==> src/rtl/mdio_master_if.sv <==
// Command/response bundle between MAC configuration logic and the MDIO controller.
// Build option MDIO_PREAMBLE_SUPPRESS_EN adds the cmd_no_preamble request field.
interface mdio_master_if;
  logic        cmd_valid;
  logic        cmd_ready;
  logic        cmd_write;
  logic [4:0]  cmd_phy_addr;
  logic [4:0]  cmd_reg_addr;
  logic [15:0] cmd_wdata;
  logic        rsp_valid;
  logic [15:0] rsp_rdata;
  logic        busy;
`ifdef MDIO_PREAMBLE_SUPPRESS_EN
  logic        cmd_no_preamble;
`endif

  modport master (
`ifdef MDIO_PREAMBLE_SUPPRESS_EN
    output cmd_no_preamble,
`endif
    output cmd_valid, cmd_write, cmd_phy_addr, cmd_reg_addr, cmd_wdata,
    input  cmd_ready, rsp_valid, rsp_rdata, busy
  );

  modport slave (
`ifdef MDIO_PREAMBLE_SUPPRESS_EN
    input  cmd_no_preamble,
`endif
    input  cmd_valid, cmd_write, cmd_phy_addr, cmd_reg_addr, cmd_wdata,
    output cmd_ready, rsp_valid, rsp_rdata, busy
  );
endinterface

==> src/rtl/mdio_master.sv <==
// Clause 22 MDIO frame serialiser: one read or write per command, MDC generated from clock_in.
// Build option MDIO_PREAMBLE_SUPPRESS_EN allows a command to skip the preamble.
module mdio_master #(
  parameter int unsigned MDC_DIVIDER   = 20,
  parameter int unsigned PREAMBLE_BITS = 32
) (
  input  logic         clock_in,
  input  logic         reset,
  mdio_master_if.slave cmd_if,
  output logic         mdc,
  output logic         mdio_o,
  output logic         mdio_oe,
  input  logic         mdio_i
);

  localparam int unsigned BitMax = (PREAMBLE_BITS > 16) ? PREAMBLE_BITS : 16;
  localparam int unsigned BitW   = $clog2(BitMax);
  localparam int unsigned DivW   = $clog2(MDC_DIVIDER);

  localparam logic [DivW-1:0] DivLast = DivW'(MDC_DIVIDER - 1);
  localparam logic [BitW-1:0] PreLast = BitW'(PREAMBLE_BITS - 1);

  localparam logic [2:0] StIdle     = 3'd0;
  localparam logic [2:0] StPreamble = 3'd1;
  localparam logic [2:0] StHeader   = 3'd2;
  localparam logic [2:0] StTa       = 3'd3;
  localparam logic [2:0] StData     = 3'd4;
  localparam logic [2:0] StDone     = 3'd5;

  logic [2:0]      state_q, state_d;
  logic [DivW-1:0] div_q, div_d;
  logic [BitW-1:0] bit_q, bit_d;
  logic            mdc_q, mdc_d;
  logic            write_q, write_d;
  logic [4:0]      phy_q, phy_d;
  logic [4:0]      reg_q, reg_d;
  logic [15:0]     wdata_q, wdata_d;
  logic [15:0]     shift_q, shift_d;
  logic [15:0]     rdata_q, rdata_d;
  logic            mdio_o_q, mdio_o_d;
  logic            oe_q, oe_d;
  logic            div_end, bit_last, no_pre;
  logic [13:0]     hdr;

`ifdef MDIO_PREAMBLE_SUPPRESS_EN
  assign no_pre = cmd_if.cmd_no_preamble;
`else
  assign no_pre = 1'b0;
`endif

  always_comb begin
    state_d  = state_q;
    div_d    = div_q;
    bit_d    = bit_q;
    mdc_d    = mdc_q;
    write_d  = write_q;
    phy_d    = phy_q;
    reg_d    = reg_q;
    wdata_d  = wdata_q;
    shift_d  = shift_q;
    rdata_d  = rdata_q;
    div_end  = 1'b0;
    bit_last = 1'b0;
    case (state_q)
      StIdle: begin
        if (cmd_if.cmd_valid) begin
          write_d = cmd_if.cmd_write;
          phy_d   = cmd_if.cmd_phy_addr;
          reg_d   = cmd_if.cmd_reg_addr;
          wdata_d = cmd_if.cmd_wdata;
          div_d   = '0;
          bit_d   = '0;
          mdc_d   = 1'b0;
          state_d = (no_pre || PREAMBLE_BITS == 0) ? StHeader : StPreamble;
        end
      end
      StDone: state_d = StIdle;
      default: begin
        div_end = (div_q == DivLast);
        div_d   = div_end ? '0 : div_q + 1'b1;
        if (div_end) mdc_d = ~mdc_q;
        // Read data is captured on the cycle mdc rises.
        if (div_end && !mdc_q && state_q == StData && !write_q) begin
          shift_d = {shift_q[14:0], mdio_i};
        end
        if (div_end && mdc_q) begin
          case (state_q)
            StPreamble: bit_last = (bit_q == PreLast);
            StHeader:   bit_last = (bit_q == BitW'(13));
            StTa:       bit_last = (bit_q == BitW'(1));
            default:    bit_last = (bit_q == BitW'(15));
          endcase
          if (bit_last) begin
            bit_d = '0;
            case (state_q)
              StPreamble: state_d = StHeader;
              StHeader:   state_d = StTa;
              StTa:       state_d = StData;
              default: begin
                state_d = StDone;
                if (!write_q) rdata_d = shift_q;
              end
            endcase
          end else begin
            bit_d = bit_q + 1'b1;
          end
        end
      end
    endcase

    // Pin values follow the next bit position, so they only move on accept or falling mdc.
    hdr      = {2'b01, (write_d ? 2'b01 : 2'b10), phy_d, reg_d};
    mdio_o_d = 1'b1;
    oe_d     = 1'b0;
    case (state_d)
      StPreamble: oe_d = 1'b1;
      StHeader: begin
        oe_d     = 1'b1;
        mdio_o_d = hdr[4'd13 - bit_d[3:0]];
      end
      StTa: begin
        oe_d     = write_d;
        mdio_o_d = write_d ? (bit_d == '0) : 1'b1;
      end
      StData: begin
        oe_d     = write_d;
        mdio_o_d = write_d ? wdata_d[4'd15 - bit_d[3:0]] : 1'b1;
      end
      default: ;
    endcase
  end

  always_ff @(posedge clock_in) begin
    if (reset) begin
      state_q  <= StIdle;
      div_q    <= '0;
      bit_q    <= '0;
      mdc_q    <= 1'b0;
      write_q  <= 1'b0;
      phy_q    <= '0;
      reg_q    <= '0;
      wdata_q  <= '0;
      shift_q  <= '0;
      rdata_q  <= '0;
      mdio_o_q <= 1'b1;
      oe_q     <= 1'b0;
    end else begin
      state_q  <= state_d;
      div_q    <= div_d;
      bit_q    <= bit_d;
      mdc_q    <= mdc_d;
      write_q  <= write_d;
      phy_q    <= phy_d;
      reg_q    <= reg_d;
      wdata_q  <= wdata_d;
      shift_q  <= shift_d;
      rdata_q  <= rdata_d;
      mdio_o_q <= mdio_o_d;
      oe_q     <= oe_d;
    end
  end

  assign cmd_if.cmd_ready = (state_q == StIdle);
  assign cmd_if.busy      = (state_q != StIdle);
  assign cmd_if.rsp_valid = (state_q == StDone);
  assign cmd_if.rsp_rdata = rdata_q;
  assign mdc              = mdc_q;
  assign mdio_o           = mdio_o_q;
  assign mdio_oe          = oe_q;

endmodule

==> src/flat_wrapper.sv <==
// flat-port wrapper written by rule: the top's interface ports become plain ports
module mdio_master_flat 
#(
  parameter int unsigned MDC_DIVIDER   = 20,
  parameter int unsigned PREAMBLE_BITS = 32
)
  (clock_in, reset, mdc, mdio_o, mdio_oe, mdio_i, cmd_if_cmd_valid, cmd_if_cmd_write, cmd_if_cmd_phy_addr, cmd_if_cmd_reg_addr, cmd_if_cmd_wdata, cmd_if_cmd_ready, cmd_if_rsp_valid, cmd_if_rsp_rdata, cmd_if_busy);
  mdio_master_if cmd_if_i ();
  input  logic clock_in;
  input  logic reset;
  output logic mdc;
  output logic mdio_o;
  output logic mdio_oe;
  input  logic mdio_i;
  input wire logic [$bits(cmd_if_i.cmd_valid)-1:0] cmd_if_cmd_valid;
  input wire logic [$bits(cmd_if_i.cmd_write)-1:0] cmd_if_cmd_write;
  input wire logic [$bits(cmd_if_i.cmd_phy_addr)-1:0] cmd_if_cmd_phy_addr;
  input wire logic [$bits(cmd_if_i.cmd_reg_addr)-1:0] cmd_if_cmd_reg_addr;
  input wire logic [$bits(cmd_if_i.cmd_wdata)-1:0] cmd_if_cmd_wdata;
  output wire logic [$bits(cmd_if_i.cmd_ready)-1:0] cmd_if_cmd_ready;
  output wire logic [$bits(cmd_if_i.rsp_valid)-1:0] cmd_if_rsp_valid;
  output wire logic [$bits(cmd_if_i.rsp_rdata)-1:0] cmd_if_rsp_rdata;
  output wire logic [$bits(cmd_if_i.busy)-1:0] cmd_if_busy;
  assign cmd_if_i.cmd_valid = cmd_if_cmd_valid;
  assign cmd_if_i.cmd_write = cmd_if_cmd_write;
  assign cmd_if_i.cmd_phy_addr = cmd_if_cmd_phy_addr;
  assign cmd_if_i.cmd_reg_addr = cmd_if_cmd_reg_addr;
  assign cmd_if_i.cmd_wdata = cmd_if_cmd_wdata;
  assign cmd_if_cmd_ready = cmd_if_i.cmd_ready;
  assign cmd_if_rsp_valid = cmd_if_i.rsp_valid;
  assign cmd_if_rsp_rdata = cmd_if_i.rsp_rdata;
  assign cmd_if_busy = cmd_if_i.busy;
  mdio_master #(.MDC_DIVIDER(MDC_DIVIDER), .PREAMBLE_BITS(PREAMBLE_BITS)) u_core (.clock_in(clock_in), .reset(reset), .cmd_if(cmd_if_i), .mdc(mdc), .mdio_o(mdio_o), .mdio_oe(mdio_oe), .mdio_i(mdio_i));
endmodule
==> config.mk <==
export PLATFORM = sky130hd
export DESIGN_NAME = mdio_master_flat
export DESIGN_NICKNAME = d
export VERILOG_FILES = /design/src/rtl/mdio_master_if.sv /design/src/rtl/mdio_master.sv /design/src/flat_wrapper.sv
export SDC_FILE = /design/constraint.sdc
export NUM_CORES = 1
export LEC_CHECK = 0
export BUFFER_PORTS_ARGS = -buffer_cell sky130_fd_sc_hd__buf_2
export CORE_ASPECT_RATIO = 1.75
export CORE_MARGIN = 3
export CORE_UTILIZATION = 57
export DETAILED_ROUTE_END_ITERATION = 10
export PLACE_DENSITY = 0.9
export SYNTH_ARGS = -nofsm -noshare
export SYNTH_HDL_FRONTEND = slang
export SYNTH_SLANG_ARGS = --single-unit
==> constraint.sdc <==
create_clock -name clock_in -period 3.35 [get_ports clock_in]
set_clock_uncertainty 0.2 [all_clocks]
set_input_delay 0.67 -clock clock_in [delete_from_list [all_inputs] [get_ports clock_in]]
set_output_delay 0.67 -clock clock_in [all_outputs]
set_load 0.02 [all_outputs]
==> impl_metrics.env, run 1 <==
export IMPL_ys_seq_area_share_pct=42.0
export IMPL_grt_overflow_total=0
export IMPL_cpLargestDelayFamily="compound AO/OA/AOI/OAI gates"
export IMPL_post_cts_buffers=0
export IMPL_stdcell_area_sq_um=4060
export IMPL_drt_initial_drc_count=195
export IMPL_ioPinCount=53
export IMPL_gp_congestion=0.880
export IMPL_cts_max_level=3
export IMPL_die_width_um=65.8
export IMPL_drv_cap=0
export IMPL_cts_clk_slew_worst_paths_ns=0.08
export IMPL_syn_inst=418
export IMPL_critPathBufInv=0
export IMPL_synthTopCellsByArea="dfxtp_1 (42%), mux2i_1 (13%), nand2_1 (6.6%)"
export IMPL_path_class="flop to flop"
export IMPL_required_ns=3.39
export IMPL_num_vias=3115
export IMPL_clk_latency_ns=0.36
export IMPL_antenna_found_initial=0
export IMPL_via_per_inst=5.69
export IMPL_cts_buffers=9
export IMPL_antenna_left=0
export IMPL_cts_hold_fix_buffers=0
export IMPL_drc=0
export IMPL_crit_chain="ha_1, and4bb_4, o211ai_2, xor2_4, mux2_2, o211ai_1, a211oi_1, a211oi_1, nand4_1"
export IMPL_p_per_area_nw_per_um2=416
export IMPL_outcome="finished clean"
export IMPL_first_pass_iters=7
export IMPL_synth_distinct_cells=57
export IMPL_cp_arrival_ns=3.10
export IMPL_maxSlewViolCount=0
export IMPL_wl_per_cell_um=14.4
export IMPL_layout_common_cells="dfxtp_1 (75), nand2_1 (63), nor2_1 (62)"
export IMPL_period_share_pct=91.6
export IMPL_cpMostUsedCell="a211oi_1"
export IMPL_synth_edf_count=0
export IMPL_ys_warn_count=0
export IMPL_final_common_cell="dfxtp_1"
export IMPL_finalNonFillerCells=547
export IMPL_syn_num_nets=451
export IMPL_synth_seq_cells=75
export IMPL_synth_avg_cell_area_sq_um=8.54
export IMPL_antennaDiodeCount=0
export IMPL_syn_area_sq_um=3570
export IMPL_cts_tree="yes"
export IMPL_grt_max_degree=57
export IMPL_cts_root_buf="clkbuf_8"
export IMPL_cts_resized_gates=0
export IMPL_grt_pass1_wl_mm=13.1
export IMPL_ir_worst_vdd_uv=393
export IMPL_yosysTopAreaCellShare_pct=42.0
export IMPL_tns_ns=0
export IMPL_postPlaceCellArea_sq_um=3870
export IMPL_place_inst=531
export IMPL_cts_buffer_depth=2
export IMPL_fmax_mhz=326
export IMPL_die_h_um=111
export IMPL_grt_setup_unrepaired="false"
export IMPL_syn_to_final_growth_pct=13.7
export IMPL_die_area_sq_um=7290
export IMPL_drt_total_wl_mm=7.90
export IMPL_synth_ff_type="dfxtp_1"
export IMPL_core_region_area_sq_um=5970
export IMPL_track_usage_pct=22.8
export IMPL_slew_limit_headroom_pct=35.0
export IMPL_port_buffers=52
export IMPL_drive_gt1_share_pct=20.3
export IMPL_fillers=461
export IMPL_initial_utilization_pct=59.8
export IMPL_grt_pass1_vias=2955
export IMPL_dpl_hpwl_mm=5.52
export IMPL_power_total_uw=1690
export IMPL_end_kind="flop"
export IMPL_hp_class="flop to flop"
export IMPL_worst_slew_pin_slew_ns=0.975
export IMPL_slowest_delay_ns=0.53
export IMPL_startpoint_type="flop"
export IMPL_finalSetupViolCount=0
export IMPL_synth_largest_area_cell="dfxtp_1"
export IMPL_hold_ws_ns=0.260
export IMPL_fin_crit_ns=3.07
export IMPL_hold_viol=0
export IMPL_cts_sinks=75
export IMPL_row_count=37
export IMPL_ys_async_sr_fraction_pct=0
export IMPL_crit_slowest_cell="xor2_4"
export IMPL_fin_nets=497
export IMPL_leakage_uw=0.00165
export IMPL_crit_fanout=17
## logic make-up after synthesis
logic type / synth area share [%]
flops: 42.0
fa+ha+maj: 0.701
mux: 14.6
simple gates: 22.3
buf+inv: 4.84
xor+xnor: 1.19
compound gates: 14.3
## synthesized netlist by cell type, types with 2 or more instances
| cell | count |
|---|---|
| nor2b_1 | 5 |
| mux2i_1 | 46 |
| o2111ai_1 | 2 |
| mux2_2 | 4 |
| a21oi_1 | 36 |
| a211oi_1 | 5 |
| o211ai_1 | 7 |
| buf_6 | 4 |
| nor2_1 | 62 |
| a22oi_1 | 3 |
| buf_2 | 6 |
| nand3_1 | 4 |
| clkbuf_1 | 16 |
| nand3b_1 | 2 |
| nor3_1 | 5 |
| dfxtp_1 | 75 |
| nand2b_1 | 3 |
| inv_1 | 6 |
| buf_1 | 2 |
| and2_1 | 4 |
| and3_1 | 3 |
| nand2_1 | 63 |
| o31ai_1 | 2 |
| or3_1 | 4 |
| o21ai_0 | 12 |
| xor2_1 | 2 |
| a211o_1 | 3 |
| ha_1 | 2 |
| nor4_1 | 2 |
## final cells by class
cell class	instances	area (sq um)	share of cell area [%]
multi-input combinational	308	1910	47.0
inverter	6	22.5	0.555
sequential	75	1500	37.0
clock buffer	11	141	3.48
tap	78	97.6	2.40
clock inverter	5	37.5	0.925
timing repair buffer	64	350	8.63
## path summary, 6_finish.rpt
| path | from | end | slack (ns) | cells past startpoint |
|---|---|---|---|---|
| max | u_core.div_q[0] | u_core.mdio_o | 0.28 | 9 |
| min | u_core.wdata_q[8] | u_core.wdata_q[8] | 0.26 | 2 |
| max reg2reg | u_core.div_q[0] | u_core.mdio_o | 0.28 | 9 |
| min reg2reg | u_core.wdata_q[8] | u_core.wdata_q[8] | 0.26 | 2 |
## stage by stage
stage               utilization [%]  worst slack, ns
floorplan                         -            0.694
global placement               64.8            0.276
detailed placement             64.8            0.206
CTS                            67.8            0.196
global route                   68.0            0.149
finish                         68.0            0.282
## worst register-to-register path, cell delays in order, from the launching register on
cell	delay (ns)
dfxtp_1	0.37
ha_1	0.25
and4bb_4	0.32
o211ai_2	0.17
xor2_4	0.53
mux2_2	0.41
o211ai_1	0.20
a211oi_1	0.13
a211oi_1	0.26
nand4_1	0.12
## sequential cells by signal (all words and copies together), names as in the netlist
name	flops
u_core.cmd_if.rsp_rdata	16
u_core.shift_q	16
u_core.wdata_q	16
u_core.bit_q	5
u_core.div_q	5
u_core.phy_q	5
u_core.reg_q	5
u_core.state_q	3
u_core.mdc	1
u_core.mdio_o	1
u_core.mdio_oe	1
u_core.write_q	1
## power breakdown
group | leakage (uW) | internal [uW] | switching, uW | total (uW)
logic | 0.000958 | 52.7 | 81.8 | 135
registers | 0.000609 | 913 | 13.8 | 927
clock network | 0.0000859 | 291 | 337 | 628
total | 0.00165 | 1260 | 433 | 1690
## per-layer routing
metal	vias up	wire length (um)	GRT usage, %
met5	-	0	0
met4	0	220	11.2
met3	20	371	5.68
met2	99	4430	41.8
met1	1460	2870	22.7
li1	1536	-	-
Note: power is estimated with default switching activity, not from simulation.
==> run 2: changes to the inputs <==
--- a/config.mk
+++ b/config.mk
@@ -5,12 +5,13 @@
 export SDC_FILE = /design/constraint.sdc
 export NUM_CORES = 1
 export LEC_CHECK = 0
+export ABC_AREA = 1
 export BUFFER_PORTS_ARGS = -buffer_cell sky130_fd_sc_hd__buf_2
 export CORE_ASPECT_RATIO = 1.75
 export CORE_MARGIN = 3
 export CORE_UTILIZATION = 57
 export DETAILED_ROUTE_END_ITERATION = 10
-export PLACE_DENSITY = 0.9
+export PLACE_DENSITY = 0.89
 export SYNTH_ARGS = -nofsm -noshare
 export SYNTH_HDL_FRONTEND = slang
 export SYNTH_SLANG_ARGS = --single-unit
==> impl_metrics.env, run 2 <==
export IMPL_die_h_um=114
export IMPL_fin_crit_ns=2.78
export IMPL_ys_warn_count=0
export IMPL_initial_utilization_pct=60.1
export IMPL_place_inst=660
export IMPL_maxSlewViolCount=0
export IMPL_grt_pass1_vias=3541
export IMPL_worst_slew_pin_slew_ns=0.616
export IMPL_slew_limit_headroom_pct=58.9
export IMPL_via_per_inst=5.45
export IMPL_period_share_pct=82.9
export IMPL_wl_per_cell_um=13.6
export IMPL_core_region_area_sq_um=6320
export IMPL_drt_total_wl_mm=9.18
export IMPL_worst_slack_ns=0.573
export IMPL_syn_to_final_growth_pct=13.4
export IMPL_required_ns=3.45
export IMPL_port_buffers=52
export IMPL_syn_num_nets=581
export IMPL_yosysTopAreaCellShare_pct=39.5
export IMPL_leakage_uw=0.00200
export IMPL_finalNonFillerCells=676
export IMPL_synth_distinct_cells=35
export IMPL_cts_sinks=75
export IMPL_cts_resized_gates=0
export IMPL_hold_viol=0
export IMPL_postPlaceCellArea_sq_um=4070
export IMPL_synth_ff_type="dfxtp_1"
export IMPL_hold_ws_ns=0.272
export IMPL_drv_cap=0
export IMPL_dpl_hpwl_mm=6.37
export IMPL_end_kind="flop"
export IMPL_cts_buffers=9
export IMPL_layout_common_cells="nand2_1 (140), dfxtp_1 (75), inv_1 (64)"
export IMPL_cts_buffer_depth=2
export IMPL_stdcell_area_sq_um=4310
export IMPL_ir_worst_vdd_uv=447
export IMPL_hp_class="flop to flop"
export IMPL_cts_tree="yes"
export IMPL_fmax_mhz=360
export IMPL_drc=0
export IMPL_synth_seq_cells=75
export IMPL_crit_fanout=42
export IMPL_clk_latency_ns=0.35
export IMPL_ys_seq_area_share_pct=39.5
export IMPL_synth_largest_area_cell="dfxtp_1"
export IMPL_path_class="flop to flop"
export IMPL_grt_pass1_wl_mm=15.6
export IMPL_die_width_um=67.7
export IMPL_grt_setup_unrepaired="false"
export IMPL_num_vias=3686
export IMPL_fin_nets=624
export IMPL_cp_arrival_ns=2.88
export IMPL_cts_hold_fix_buffers=0
export IMPL_synth_edf_count=0
export IMPL_ys_async_sr_fraction_pct=0
export IMPL_finalSetupViolCount=0
export IMPL_drt_initial_drc_count=261
export IMPL_track_usage_pct=26.2
export IMPL_drive_gt1_share_pct=17.8
export IMPL_ioPinCount=53
export IMPL_synth_most_common_cell="nand2_1"
export IMPL_cts_clk_slew_worst_paths_ns=0.08
export IMPL_antennaDiodeCount=0
export IMPL_synth_avg_cell_area_sq_um=6.94
export IMPL_gp_congestion=0.947
export IMPL_tns_ns=0
export IMPL_die_area_sq_um=7720
export IMPL_grt_overflow_total=0
export IMPL_syn_inst=548
export IMPL_synthTopCellsByArea="dfxtp_1 (39%), nand2_1 (14%), inv_1 (6.3%)"
export IMPL_startpoint_type="flop"
export IMPL_outcome="finished clean"
export IMPL_p_per_area_nw_per_um2=470
export IMPL_cts_root_buf="clkbuf_8"
export IMPL_first_pass_iters=7
export IMPL_cts_max_level=3
export IMPL_syn_area_sq_um=3800
export IMPL_fillers=569
export IMPL_synth_common_cells="nand2_1 (140), dfxtp_1 (75), inv_1 (64), nor2_1 (57), nand3_1 (39)"
export IMPL_row_count=38
export IMPL_final_common_cell="nand2_1"
export IMPL_post_cts_buffers=0
export IMPL_pre_cts_ws_ns=0.568
export IMPL_antenna_left=0
export IMPL_antenna_found_initial=0
export IMPL_grt_max_degree=43
==> run 2: cell count changes after synthesis, sizes merged, moves of 8 or more <==
cell	change
nand3	+38
o211ai	-8
mux2i	-46
a211oi	+13
o21a	+10
nand2	+85
inv	+66
o21ai	+25
==> run 2: final timing paths <==
check,from,endpoint,slack (ns),cells after the start
setup / recovery,u_core.state_q[1],u_core.mdio_o,0.57,15
hold / removal,u_core.wdata_q[4],u_core.wdata_q[4],0.27,2
setup reg to reg,u_core.state_q[1],u_core.mdio_o,0.57,15
hold reg to reg,u_core.wdata_q[4],u_core.wdata_q[4],0.27,2
==> run 2: layer usage <==
| layer | track usage (%) | vias up | wire length (um) |
|---|---|---|---|
| met3 | 7.19 | 34 | 484 |
| met1 | 28.9 | 1700 | 3520 |
| met4 | 14.0 | 0 | 359 |
| met2 | 44.2 | 111 | 4820 |
| met5 | 0 | - | 0 |
| li1 | - | 1841 | - |
==> run 2: cell families after synthesis <==
kind of cell	count (synthesis)	synth area share [%]
buffers and inverters	95	10.3
flip-flops	75	39.5
AO/OA/AOI/OAI	103	16.3
AND/OR/NAND/NOR	271	32.8
XOR/XNOR	2	0.461
adder cells (fa/ha/maj)	2	0.658
==> run 2: through the flow <==
stage | util (%) | total power (uW)
final | 68.2 | 2030
after global routing | 68.2 | 2110
after CTS | 68.2 | 2040
after detailed placement | 64.3 | 1200
after global placement | 64.3 | 1200
after floorplan | - | 1150
==> run 2: critical path, cell delays in order (launching register included) <==
cell     delay [ns]
dfxtp_1        0.42
nor2_4         0.19
nand2_4        0.12
nor2_4         0.29
inv_2          0.33
o21ai_0        0.38
inv_1          0.14
nand2_1        0.09
nand2_1        0.05
nand2_1        0.07
nand2_1        0.07
nand2_1        0.09
nand2_1        0.06
nand2_1        0.05
nand3_1        0.09
nand3_1        0.09
==> run 2: final cells by class <==
cell class	instances	area (sq um)	area share (%)
inverters	72	273	6.33
repair buffers	55	283	6.56
clock buffers	10	128	2.96
multi-input cells	378	1910	44.4
well taps	80	100	2.32
clock inverters	6	114	2.64
flip-flops and latches	75	1500	34.8
==> run 2: power breakdown <==
part	internal, uW	switching (uW)
Clock	496	341
Sequential	921	12.8
Combinational	90.1	166
==> run 3: changes to the inputs <==
--- a/config.mk
+++ b/config.mk
@@ -9,9 +9,9 @@
 export BUFFER_PORTS_ARGS = -buffer_cell sky130_fd_sc_hd__buf_2
 export CORE_ASPECT_RATIO = 1.75
 export CORE_MARGIN = 3
-export CORE_UTILIZATION = 57
+export CORE_UTILIZATION = 52
 export DETAILED_ROUTE_END_ITERATION = 10
-export PLACE_DENSITY = 0.89
+export PLACE_DENSITY = 0.86
 export SYNTH_ARGS = -nofsm -noshare
 export SYNTH_HDL_FRONTEND = slang
 export SYNTH_SLANG_ARGS = --single-unit
==> constraint.sdc (replaced) <==
create_clock -name clock_in -period 2.46 [get_ports clock_in]
set_clock_uncertainty 0.2 [all_clocks]
set_input_delay 0.492 -clock clock_in [delete_from_list [all_inputs] [get_ports clock_in]]
set_output_delay 0.492 -clock clock_in [all_outputs]
set_load 0.02 [all_outputs]
==> impl_metrics.env, run 3 (same netlist as run 2, synthesis figures left out) <==
export IMPL_cts_tree="yes"
export IMPL_met1_length_mm=3.57
export IMPL_cts_sinks=75
export IMPL_die_width_um=70.6
export IMPL_ioPinCount=53
export IMPL_pwr_share_seq_pct=41.6
export IMPL_p_comb_share_pct=11.9
export IMPL_fin_crit_ns=2.29
export IMPL_num_vias=3769
export IMPL_core_region_area_sq_um=7010
export IMPL_track_usage_pct=22.3
export IMPL_hp_class="input port to flop"
export IMPL_maxSlewViolCount=0
export IMPL_drive_gt1_share_pct=20.6
export IMPL_die_h_um=119
export IMPL_gp_congestion=0.924
export IMPL_final_common_cell="nand2_1"
export IMPL_routed_top_layer="met4"
export IMPL_cp_startpoint="u_core.div_q[0]"
export IMPL_cts_buffer_depth=2
export IMPL_cts_clk_slew_worst_paths_ns=0.06
export IMPL_finalNonFillerCells=690
export IMPL_antenna_left=0
export IMPL_initial_utilization_pct=54.3
export IMPL_slew_limit_headroom_pct=60.1
export IMPL_fin_nets=634
export IMPL_grt_pass1_wl_mm=15.3
export IMPL_leakage_uw=0.00209
export IMPL_place_inst=672
export IMPL_min_delay_start="mdio_i"
export IMPL_cts_root_buf="clkbuf_16"
export IMPL_required_ns=2.54
export IMPL_antennaDiodeCount=0
export IMPL_fmax_mhz=436
export IMPL_wl_met2_mm=4.72
export IMPL_cts_buffers=9
export IMPL_wl_per_cell_um=13.4
export IMPL_grt_pass1_vias=3678
export IMPL_worst_slew_pin_slew_ns=0.599
export IMPL_crit_fanout=5
export IMPL_dpl_hpwl_mm=6.41
export IMPL_first_pass_iters=5
export IMPL_p_int_uw=2310
export IMPL_ir_worst_vdd_uv=561
export IMPL_grt_max_degree=58
export IMPL_via_per_inst=5.46
export IMPL_startpoint_type="flop"
export IMPL_clk_latency_ns=0.33
export IMPL_end_kind="flop"
export IMPL_hold_viol=0
export IMPL_period_share_pct=93.3
export IMPL_layout_common_cells="nand2_1 (140), dfxtp_1 (71), inv_1 (64)"
export IMPL_antenna_found_initial=0
export IMPL_clockPowerShare_pct=46.5
export IMPL_p_per_area_nw_per_um2=675
export IMPL_grt_overflow_total=0
export IMPL_dr_wl_met3_um=472
export IMPL_syn_to_final_growth_pct=19.6
export IMPL_outcome="finished clean"
export IMPL_drc=0
export IMPL_cp_arrival_ns=2.37
export IMPL_power_switching_uw=763
export IMPL_cts_max_level=3
export IMPL_finalSetupViolCount=0
export IMPL_die_area_sq_um=8410
export IMPL_path_class="flop to flop"
export IMPL_row_count=40
export IMPL_r2r_start="u_core.div_q[0]"
export IMPL_fillers=570
export IMPL_drt_initial_drc_count=235
export IMPL_final_core_util_pct=64.9
export IMPL_port_buffers=52
export IMPL_drt_total_wl_mm=9.24
export IMPL_swShare_pct=24.9
export IMPL_drv_cap=0
==> run 3: critical path, cell delays in order, from the launching register on <==
cell and delay (ns):
dfxtp_2 0.38, ha_4 0.17, inv_2 0.05, nor2_4 0.15
nand3_4 0.11, inv_2 0.08, nand4_1 0.22, nand3b_1 0.18
nand2_1 0.18, nor2_1 0.14, nand2_1 0.06, nand2_1 0.07
nand2_1 0.06, nand2_1 0.07, inv_1 0.04, nand3_1 0.07
==> run 3: what timing repair did <==
action                     4_1_cts  5_1_grt
resized for setup                2       12
setup endpoints to repair        1        3
hold buffers                     0        0
buffers inserted                 0        1
pin swaps                        0        3
gates cloned                     0        1
==> run 3: layer usage <==
layer,GRT usage (%),vias to the layer above
li1,-,1867
met2,39.3,149
met1,23.0,1704
met4,14.9,0
met3,4.90,49
met5,0,-
==> run 3: metrics by stage <==
stage | setup TNS (ns) | worst slack [ns] | power, uW | hold WS, ns | instance area [sq um]
floorplan | 0 | 0.204 | 1560 | 0.231 | 3800
global placement | 0 | 0.133 | 1640 | 0.252 | 4150
detailed placement | 0 | 0.0147 | 1650 | 0.256 | 4150
CTS | 0 | 0.0194 | 3070 | 0.180 | 4480
global route | -0.0162 | -0.0162 | 3190 | 0.202 | 4550
finish | 0 | 0.166 | 3070 | 0.186 | 4550
==> run 3: power by group through the flow <==
stage / clock, uW / sequential [uW] / combinational [uW]
global route: 1490 / 1280 / 415
detailed placement: 0 / 1300 / 353
finish: 1430 / 1280 / 365
CTS: 1440 / 1270 / 358
global placement: 0 / 1300 / 343
floorplan: 0 / 1300 / 268
==> run 3: path summary, 6_finish.rpt <==
path	to	slack, ns	depth (start not counted)
max	u_core.mdio_o	0.17	15
min reg2reg	u_core.cmd_if.rsp_rdata[15]	0.25	2
min	u_core.shift_q[0]	0.19	3
max reg2reg	u_core.mdio_o	0.17	15
==> run 3: area by class of cell <==
class                   instances  area [sq um]  area share (%)
clock buffers                  10           239            5.26
clock inverters                 6          88.8            1.95
flip-flops and latches         75          1510            33.1
multi-input cells             379          1970            43.4
repair buffers                 64           363            7.98
inverters                      72           273            6.00
well taps                      84           105            2.31
